<file path="config.mk">
export PLATFORM = sky130hd
export DESIGN_NAME = fetch_queue
export DESIGN_NICKNAME = d
export VERILOG_FILES = /design/src/rtl/fetch_queue.sv
export SDC_FILE = /design/constraint.sdc
export NUM_CORES = 1
export LEC_CHECK = 0
export ABC_AREA = 0
export CAP_MARGIN = 20
export CELL_PAD_IN_SITES_DETAIL_PLACEMENT = 1
export CELL_PAD_IN_SITES_GLOBAL_PLACEMENT = 2
export CORE_MARGIN = 5
export CORE_UTILIZATION = 28
export CTS_CLUSTER_SIZE = 12
export DETAILED_ROUTE_END_ITERATION = 8
export GPL_TIMING_DRIVEN = 1
export PLACE_DENSITY_LB_ADDON = 0.25
export SKIP_LAST_GASP = 1
export SLEW_MARGIN = 20
export SYNTH_ARGS = -nofsm -noshare
export SYNTH_HDL_FRONTEND = slang
export SYNTH_SLANG_ARGS = --single-unit
</file>
<file path="constraint.sdc">
create_clock -name clk_i -period 10.8 [get_ports clk_i]
set_input_delay 2.16 -clock clk_i [delete_from_list [all_inputs] [get_ports clk_i]]
set_output_delay 2.16 -clock clk_i [all_outputs]
set_load 0.01 [all_outputs]
</file>
<file path="src/rtl/fetch_queue.sv">
// Instruction prefetch queue: req/ack fetch engine feeding decode through a FIFO.
// Define FETCH_BYPASS_EN to pass a returning word straight to decode when the queue is empty.
module fetch_queue #(
   parameter int unsigned DEPTH    = 4,
   parameter logic [31:0] RESET_PC = 32'h0
) (
   input  logic                       clk_i,
   input  logic                       rst_ni,
   output logic                       imemReq_o,
   output logic [31:0]                imemAddr_o,
   input  logic                       imemAck_i,
   input  logic [31:0]                imemData_i,
   input  logic                       redirect_i,
   input  logic [31:0]                redirectAddr_i,
   output logic                       valid_o,
   input  logic                       ready_i,
   output logic [31:0]                instr_o,
   output logic [31:0]                nextInstrAddr_o,
   output logic [$clog2(DEPTH):0]     count_o
);

   localparam int AW = $clog2(DEPTH);
   localparam int CW = AW + 1;

   typedef enum logic [1:0] {
      IDLE,
      FETCH,
      DROP
   } state_e;

   state_e        state_q, state_d;
   logic [31:0]   pc_q, pc_d;
   logic          req_q, req_d;
   logic [31:0]   addr_q, addr_d;
   logic [CW-1:0] cnt_q, cnt_d;
   logic [AW-1:0] wr_q, wr_d;
   logic [AW-1:0] rd_q, rd_d;

   logic [31:0]   instr_mem_q [DEPTH];
   logic [31:0]   nia_mem_q   [DEPTH];

   logic          ack;
   logic          empty;
   logic          bypass;
   logic          enq;
   logic          deq;
   logic          credit;
   logic [31:0]   pc_inc;

   assign ack    = imemAck_i & req_q;
   assign empty  = (cnt_q == '0);
   assign pc_inc = pc_q + 32'd4;

`ifdef FETCH_BYPASS_EN
   assign bypass = empty & ack & ready_i & ~redirect_i
                 & (state_q == FETCH);
`else
   assign bypass = 1'b0;
`endif

   assign deq = ~empty & ready_i;
   assign enq = (state_q == FETCH) & ack & ~redirect_i & ~bypass;

   always_comb begin
      cnt_d = cnt_q - CW'(deq) + CW'(enq);
      wr_d  = enq ? wr_q + AW'(1) : wr_q;
      rd_d  = deq ? rd_q + AW'(1) : rd_q;
      // A flush wins over any same-cycle enqueue or dequeue.
      if (redirect_i) begin
         cnt_d = '0;
         wr_d  = '0;
         rd_d  = '0;
      end
   end

   assign credit = (cnt_d < CW'(DEPTH));

   always_comb begin
      state_d = state_q;
      pc_d    = pc_q;
      req_d   = req_q;
      addr_d  = addr_q;
      unique case (state_q)
         IDLE: begin
            if (redirect_i) pc_d = redirectAddr_i;
            if (credit) begin
               state_d = FETCH;
               req_d   = 1'b1;
               addr_d  = pc_d;
            end
         end
         FETCH: begin
            if (redirect_i) begin
               pc_d = redirectAddr_i;
               if (ack) begin
                  state_d = IDLE;
                  req_d   = 1'b0;
               end else begin
                  state_d = DROP;
               end
            end else if (ack) begin
               pc_d = pc_inc;
               if (credit) begin
                  addr_d = pc_inc;
               end else begin
                  state_d = IDLE;
                  req_d   = 1'b0;
               end
            end
         end
         DROP: begin
            if (redirect_i) pc_d = redirectAddr_i;
            // The stale word is thrown away; restart at the latest target.
            if (ack) begin
               state_d = FETCH;
               addr_d  = pc_d;
            end
         end
         default: begin
            state_d = IDLE;
            req_d   = 1'b0;
         end
      endcase
   end

   always_ff @(posedge clk_i or negedge rst_ni) begin
      if (!rst_ni) begin
         state_q <= IDLE;
         pc_q    <= RESET_PC;
         req_q   <= 1'b0;
         addr_q  <= RESET_PC;
         cnt_q   <= '0;
         wr_q    <= '0;
         rd_q    <= '0;
      end else begin
         state_q <= state_d;
         pc_q    <= pc_d;
         req_q   <= req_d;
         addr_q  <= addr_d;
         cnt_q   <= cnt_d;
         wr_q    <= wr_d;
         rd_q    <= rd_d;
      end
   end

   always_ff @(posedge clk_i) begin
      if (enq) begin
         instr_mem_q[wr_q] <= imemData_i;
         nia_mem_q[wr_q]   <= pc_inc;
      end
   end

   always_comb begin
      valid_o         = ~empty;
      instr_o         = empty ? 32'h0 : instr_mem_q[rd_q];
      nextInstrAddr_o = empty ? 32'h0 : nia_mem_q[rd_q];
      if (bypass) begin
         valid_o         = 1'b1;
         instr_o         = imemData_i;
         nextInstrAddr_o = pc_inc;
      end
   end

   assign imemReq_o  = req_q;
   assign imemAddr_o = addr_q;
   assign count_o    = cnt_q;

`ifndef SYNTHESIS
   a_no_full_enq : assert property (
      @(posedge clk_i) disable iff (!rst_ni)
      !(enq && cnt_q == CW'(DEPTH))
   );
`endif

endmodule

</file>
## After elaboration in Yosys (flattened, before gate mapping)

Memory sizes are Yosys's and may differ from the RTL's.
Cells that the tools add are included.

| word-level totals | value |
|---|---|
| register bits after elaboration | 74 |
| RAM bits | 256 |
| bits of input ports | 69 |
| logic and storage cells | 74 |
| memories kept | 2 |

Memory list:

| name | words | bits a word | read ports | clocked after Yosys merged registers in | write ports | RTL line | RTL |
|---|---|---|---|---|---|---|---|
| instr_mem_q | 4 | 32 | 1 | 0 | 1 | 39 | `logic [31:0] instr_mem_q [DEPTH];` |
| nia_mem_q | 4 | 32 | 1 | 0 | 1 | 40 | `logic [31:0] nia_mem_q [DEPTH];` |

| cells by class | value |
|---|---|
| add/subtract/negate cells | 5 |
| order comparisons | 1 |
| eq/ne operators | 9 |
| multiplexer cells | 32 |
| bitwise logic cells | 7 |
| reduce and logical (&&, ||, !) cells | 11 |

Operators by type and width:

| kind | number |
|---|---|
| 32-bit two-way mux | 10 |
| 32-bit case mux with 3 select lines | 1 |
| 32-bit case mux with 2 select lines | 1 |
| 32-bit by 3-bit adder with 32-bit output (second input constant) | 1 |
| 2-bit two-way mux | 10 |
| 2-bit inequality test (second input constant) | 5 |
| 4-bit AND reduction | 2 |
| 1-bit two-way mux | 7 |
| 3-bit inequality test (second input constant) | 2 |
| 2-bit case mux with 3 select lines | 1 |
| 6-bit AND reduction | 1 |
| 2-bit nonzero test | 3 |
| 2-bit by 1-bit adder with 2-bit output (second input constant) | 2 |
| 1-bit bitwise AND | 4 |
| 3-bit by 1-bit adder with 3-bit output | 1 |
| 3-bit logical NOT | 1 |
| 3-bit < comparator (second input constant) | 1 |
| 3-bit two-way mux | 1 |
| 1-bit inverter | 3 |
| 1-bit case mux with 3 select lines | 1 |
| 3-bit nonzero test | 1 |
| 3-bit by 1-bit subtractor with 3-bit output | 1 |
| 2-bit by 1-bit == test with 1-bit output (second input constant) | 1 |
| 2-bit == test (second input constant) | 1 |
| other kinds (3) | 3 |

## Depth between registers and ports, before layout

| logic depth | value |
|---|---|
| depth in word-level cells | 11 |
| mapped depth | 17 |
| mapped depth without buffers | 13 |

## Worst setup path after synthesis

OpenSTA, ideal clock, no wires.

| timing | value |
|---|---|
| path type | input to register |
| start point | input port redirect_i |
| end point | register addr_q[27], in the netlist imemAddr_o[27] |
| setup time | 0.123 ns |
| arrival | 5.277 ns |
| data required time | 10.677 ns |
| setup slack | 5.400 ns |
| stages | 16 |
| cell sequence | clkbuf_1 > nor2_1 > clkbuf_1 > nand2_1 > ha_1 > inv_1 > ha_1 > inv_1 > fa_1 > xor2_1 > xnor2_1 > o32a_1 > clkbuf_1 > buf_1 > nand3_1 > o221a_2 |

| between the ends | value |
|---|---|
| cells in the longest elaborated chain, start to end | 7 |
| elaborated cells on any way between the ends | 13 |

Ends and longest elaborated chain:

| item | RTL line | RTL |
|---|---|---|
| start, declared | 13 | `input logic redirect_i,` |
| 1-bit inverter | 62 | `assign enq = (state_q == FETCH) & ack & ~redirect_i & ~bypass;` |
| 1-bit bitwise AND | 62 |  |
| 3-bit by 1-bit adder with 3-bit output | 65 | `cnt_d = cnt_q - CW'(deq) + CW'(enq);` |
| 3-bit two-way mux | 69 | `if (redirect_i) begin` |
| 3-bit < comparator | 76 | `assign credit = (cnt_d < CW'(DEPTH));` |
| 2-bit inequality test (no line) | n/a |  |
| 6-bit AND reduction (no line) | n/a |  |
| end signal, assigned | 139 | `addr_q <= addr_d;` |
| end, declared | 34 | `logic [31:0] addr_q, addr_d;` |

Several ways; a longest one is shown, not always the timed one. The select of a mux whose other input is x is not followed.
A chain may end at the register's enable or synchronous reset.

## Final worst setup path

| timing | value |
|---|---|
| start point | input port imemAck_i |
| end point | register addr_q[25], in the netlist imemAddr_o[25] |

| between the ends | value |
|---|---|
| cells in the longest elaborated chain, start to end | 8 |
| elaborated cells on any way between the ends | 11 |

Ends and longest elaborated chain:

| item | RTL line | RTL |
|---|---|---|
| start, declared | 11 | `input logic imemAck_i,` |
| 1-bit bitwise AND (*) | 50 | `assign ack = imemAck_i & req_q;` |
| 1-bit bitwise AND (2 in series) | 62 |  |
| 3-bit by 1-bit adder with 3-bit output | 65 |  |
| 3-bit two-way mux | 69 |  |
| 3-bit < comparator | 76 |  |
| 2-bit inequality test (no line) | n/a |  |
| 6-bit AND reduction (no line) (*) | n/a |  |

Mark *: on every way between the ends. The rest lies on a longest branch, timed or not.

==> impl_metrics.py <==
metrics = {
    "status": {
        "outcome": "complete, no violations",
    },
    "worst_hold_path": {
        "holdCritStartpoint": "imemAddr_o[7]",
        "min_path_cells": 1,
        "min_to": "imemAddr_o[7]",
        "hold_class": "reg2reg",
    },
    "floorplanning": {
        "start_util_pct": 28.2,
        "die-width_um": 237,
        "pin_count": 170,
        "placementRows": 83,
        "dieHeight_um": 237,
        "core_area_mm2": 0.0513,
        "dieArea_mm2": 0.0564,
    },
    "grt": {
        "antenna_found_initial": 0,
        "grt_pass1_wl_um": 63800,
        "top_usage_layer": "met2",
        "grt_pass1_vias": 9861,
        "met2_usage_pct": 24.2,
        "gr-usage-met1_pct": 20.1,
        "grt_usage_pct": 14.9,
        "use_met3_pct": 3.36,
        "grt_max_degree": 67,
        "overflow": 0,
    },
    "route": {
        "dr.first_iter.drc_count": 505,
        "dr.pass1.iters": 4,
        "routed_wl_um": 42300,
        "num_vias": 9046,
        "final_antenna_net_count": 0,
        "post_drt_wl_per_cell_um": 22.9,
        "vias_per_cell": 4.90,
        "drc": 0,
    },
    "sta": {
        "grt_setup_unrepaired": "no",
        "slew_viol_final": 0,
        "max_slew_margin_pct": 33.3,
        "worst_pin_slew_ns": 0.997,
        "layout_min_cycle_time_ns": 5.98,
        "fin_setup_tns_ns": 0,
        "finClkSkew_ns": 0.00993,
        "final-hold-violation-count": 0,
        "worst_slack_ns": 4.82,
        "whs_ns": 0.494,
        "setup_viol": 0,
        "period_share_pct": 55.4,
        "fmax_ghz": 0.167,
    },
    "synthesis": {
        "synth_edf_count": 256,
        "yosysSeqAreaShare_pct": 65.9,
        "synthArstFlopShare_pct": 22.4,
        "netlist_area_mm2": 0.0145,
        "ys_ff_latch": 330,
        "synth_ff_type": "edfxtp_1",
        "ys_types": 66,
        "yosysWarningCount": 0,
        "syn-num-nets": 1061,
        "postSynthCellCount": 984,
        "postSynthAreaPerCell_um2": 14.7,
    },
    "setup_path": {
        "rrSetupSlack_ns": 6.44,
        "crit_fanout": 34,
        "endpoint_kind": "flop",
        "worst_ep_arrival_time_ns": 6.41,
        "rr_worst_depth": 14,
        "r2r_start": "count_o[1]",
        "path_class": "in2reg",
        "r2r-end": "imemAddr_o[25]",
        "critPathLaunchType": "input pin",
        "required_ns": 11.23,
    },
    "flow_run": {
        "maxCapViolations": 0,
    },
    "clock_tree": {
        "clk_latency_ns": 0.55,
        "tritoncts": "done",
        "cts.clk_slew.worst_paths_ns": 0.06,
        "cts_setup_buffers": 0,
        "ctsResizeCount": 0,
        "clockRootBuffer": "clkbuf_16",
        "cts_sinks": 330,
        "postCtsHoldBufs": 0,
        "cts_max_path_buffers": 3,
        "htreeDepth": 2,
        "numCtsBuffers": 40,
    },
    "final_layout": {
        "fin_cells": 1846,
        "fillCellCount": 5314,
        "drive_gt1_share_pct": 15.2,
        "nets": 1212,
        "area_growth_pct": 26.5,
        "n_antenna_cell": 0,
    },
    "power_and_ir_drop": {
        "p_leak_nw": 6.08,
        "ir_worst_vdd_uv": 122,
        "powerDensity_mw_per_mm2": 290,
        "power.total_mw": 5.31,
    },
    "place": {
        "dpl.hpwl_um": 26600,
        "gp_congestion": 0.762,
        "io_buffers": 169,
        "dp.cells": 1773,
        "pre_cts_ws_ns": 4.30,
    },
}
-- synth_stat cells, drive strengths merged, types with 12 or more instances --
master    n  area, um2
nor2     40        150
and2     70        438
a21oi    47        235
buf      22        106
mux4     64       1440
xnor2    23        201
nor3     12       71.3
inv      22       82.6
nand3    29        145
edfxtp  256       7690
o21ai    43        215
dfrtp    74       1850
clkbuf   56        214
nand2    62        233
-- worst max-delay path: stages --
cell             delay, ns
clkdlybuf4s50_1       0.58
a21oi_1               0.13
o21ai_2               0.13
buf_4                 0.38
nand2_1               0.28
ha_1                  0.34
inv_1                 0.06
ha_1                  0.13
inv_1                 0.05
fa_1                  0.37
xor2_1                0.16
xnor2_1               0.50
o32a_1                0.23
buf_4                 0.30
nand2_1               0.27
o221a_2               0.32
-- power breakdown --
group	total (mW)	leakage, nW	internal [mW]	switching (mW)
combinational	1.97	2.20	0.921	1.05
sequential	1.89	3.20	1.67	0.224
clock	1.45	0.684	0.916	0.533
total	5.31	6.08	3.50	1.81
-- kinds of logic (layout without fill, tap and decap cells) --
kind of cell,after synthesis,count (layout),share of synthesized area [%]
simple gates,259,259,9.73
fa+ha+maj,8,8,0.743
mux,73,73,10.6
xor+xnor,33,33,2.00
compound gates,181,181,8.28
buf+inv,100,282,2.78
flops,330,330,65.9
-- metal layers --
| metal | routed length, um | vias up |
|---|---|---|
| li1 | - | 4101 |
| met4 | 1110 | 0 |
| met3 | 2020 | 66 |
| met5 | 0 | - |
| met1 | 19100 | 4649 |
| met2 | 20100 | 230 |
-- through the flow --
step	cell area [um2]	utilization [%]
floorplan	14500	-
global placement	16900	32.9
finish	18300	35.7
CTS	18300	35.7
global route	18300	35.7
detailed placement	16900	32.9
-- state kept, by name (all words and copies together), names as in the netlist --
name and count:
count_o 3, pc_q 32, state_q 2, imemReq_o 1, nia_mem_q 128, wr_q 2
imemAddr_o 32, instr_mem_q 128, rd_q 2
-- area by class of cell --
type,count,area [um2],area share (%)
clock buffers,53,1110,6.06
inverters,22,82.6,0.451
multi-input cells,554,4600,25.1
flip-flops and latches,330,9550,52.1
repair buffers,187,1820,9.93
clock inverters,20,314,1.71
well taps,680,851,4.64
-- layout by cell type, fill, tap and decap left out, drive strengths merged, types with 5 or more instances in the layout --
cell type      netlist  routed
o31ai                7       7
clkdlybuf4s50        0     167
inv                 22      24
and2                70      70
xor2                10      10
a32oi                7       7
and3                 7       7
mux4                64      64
a22oi                6       6
o22ai                9       9
xnor2               23      23
nand3               29      29
or3                  7       7
o221a                7       7
nor2                40      40
o21ai               43      43
nand4               11      11
o221ai               5       5
bufinv               0       8
nand2               62      62
a211oi               8       8
buf                 22      20
clkinv               0       7
mux2i                6       6
ha                   7       7
nor3                12      12
a31oi                5       5
clkbuf              56      53
dfrtp               74      74
edfxtp             256     256
nor4                11      11
a21oi               47      47
-- how the worst max path moves through the flow --
stage | end | start | cells past startpoint | slack [ns]
6_report | imemAddr_o[25] | imemAck_i | 16 | 4.82
5_1_grt | imemAddr_o[25] | imemAck_i | 16 | 4.66
4_1_cts | imemAddr_o[26] | imemAck_i | 16 | 4.88
3_5_place_dp | imemAddr_o[30] | imemAck_i | 16 | 4.30
3_3_place_gp | imemAddr_o[21] | imemAck_i | 16 | 4.36
2_1_floorplan | imemAddr_o[27] | redirect_i | 16 | 5.40
No activity file was read; power rests on OpenSTA's default activity.
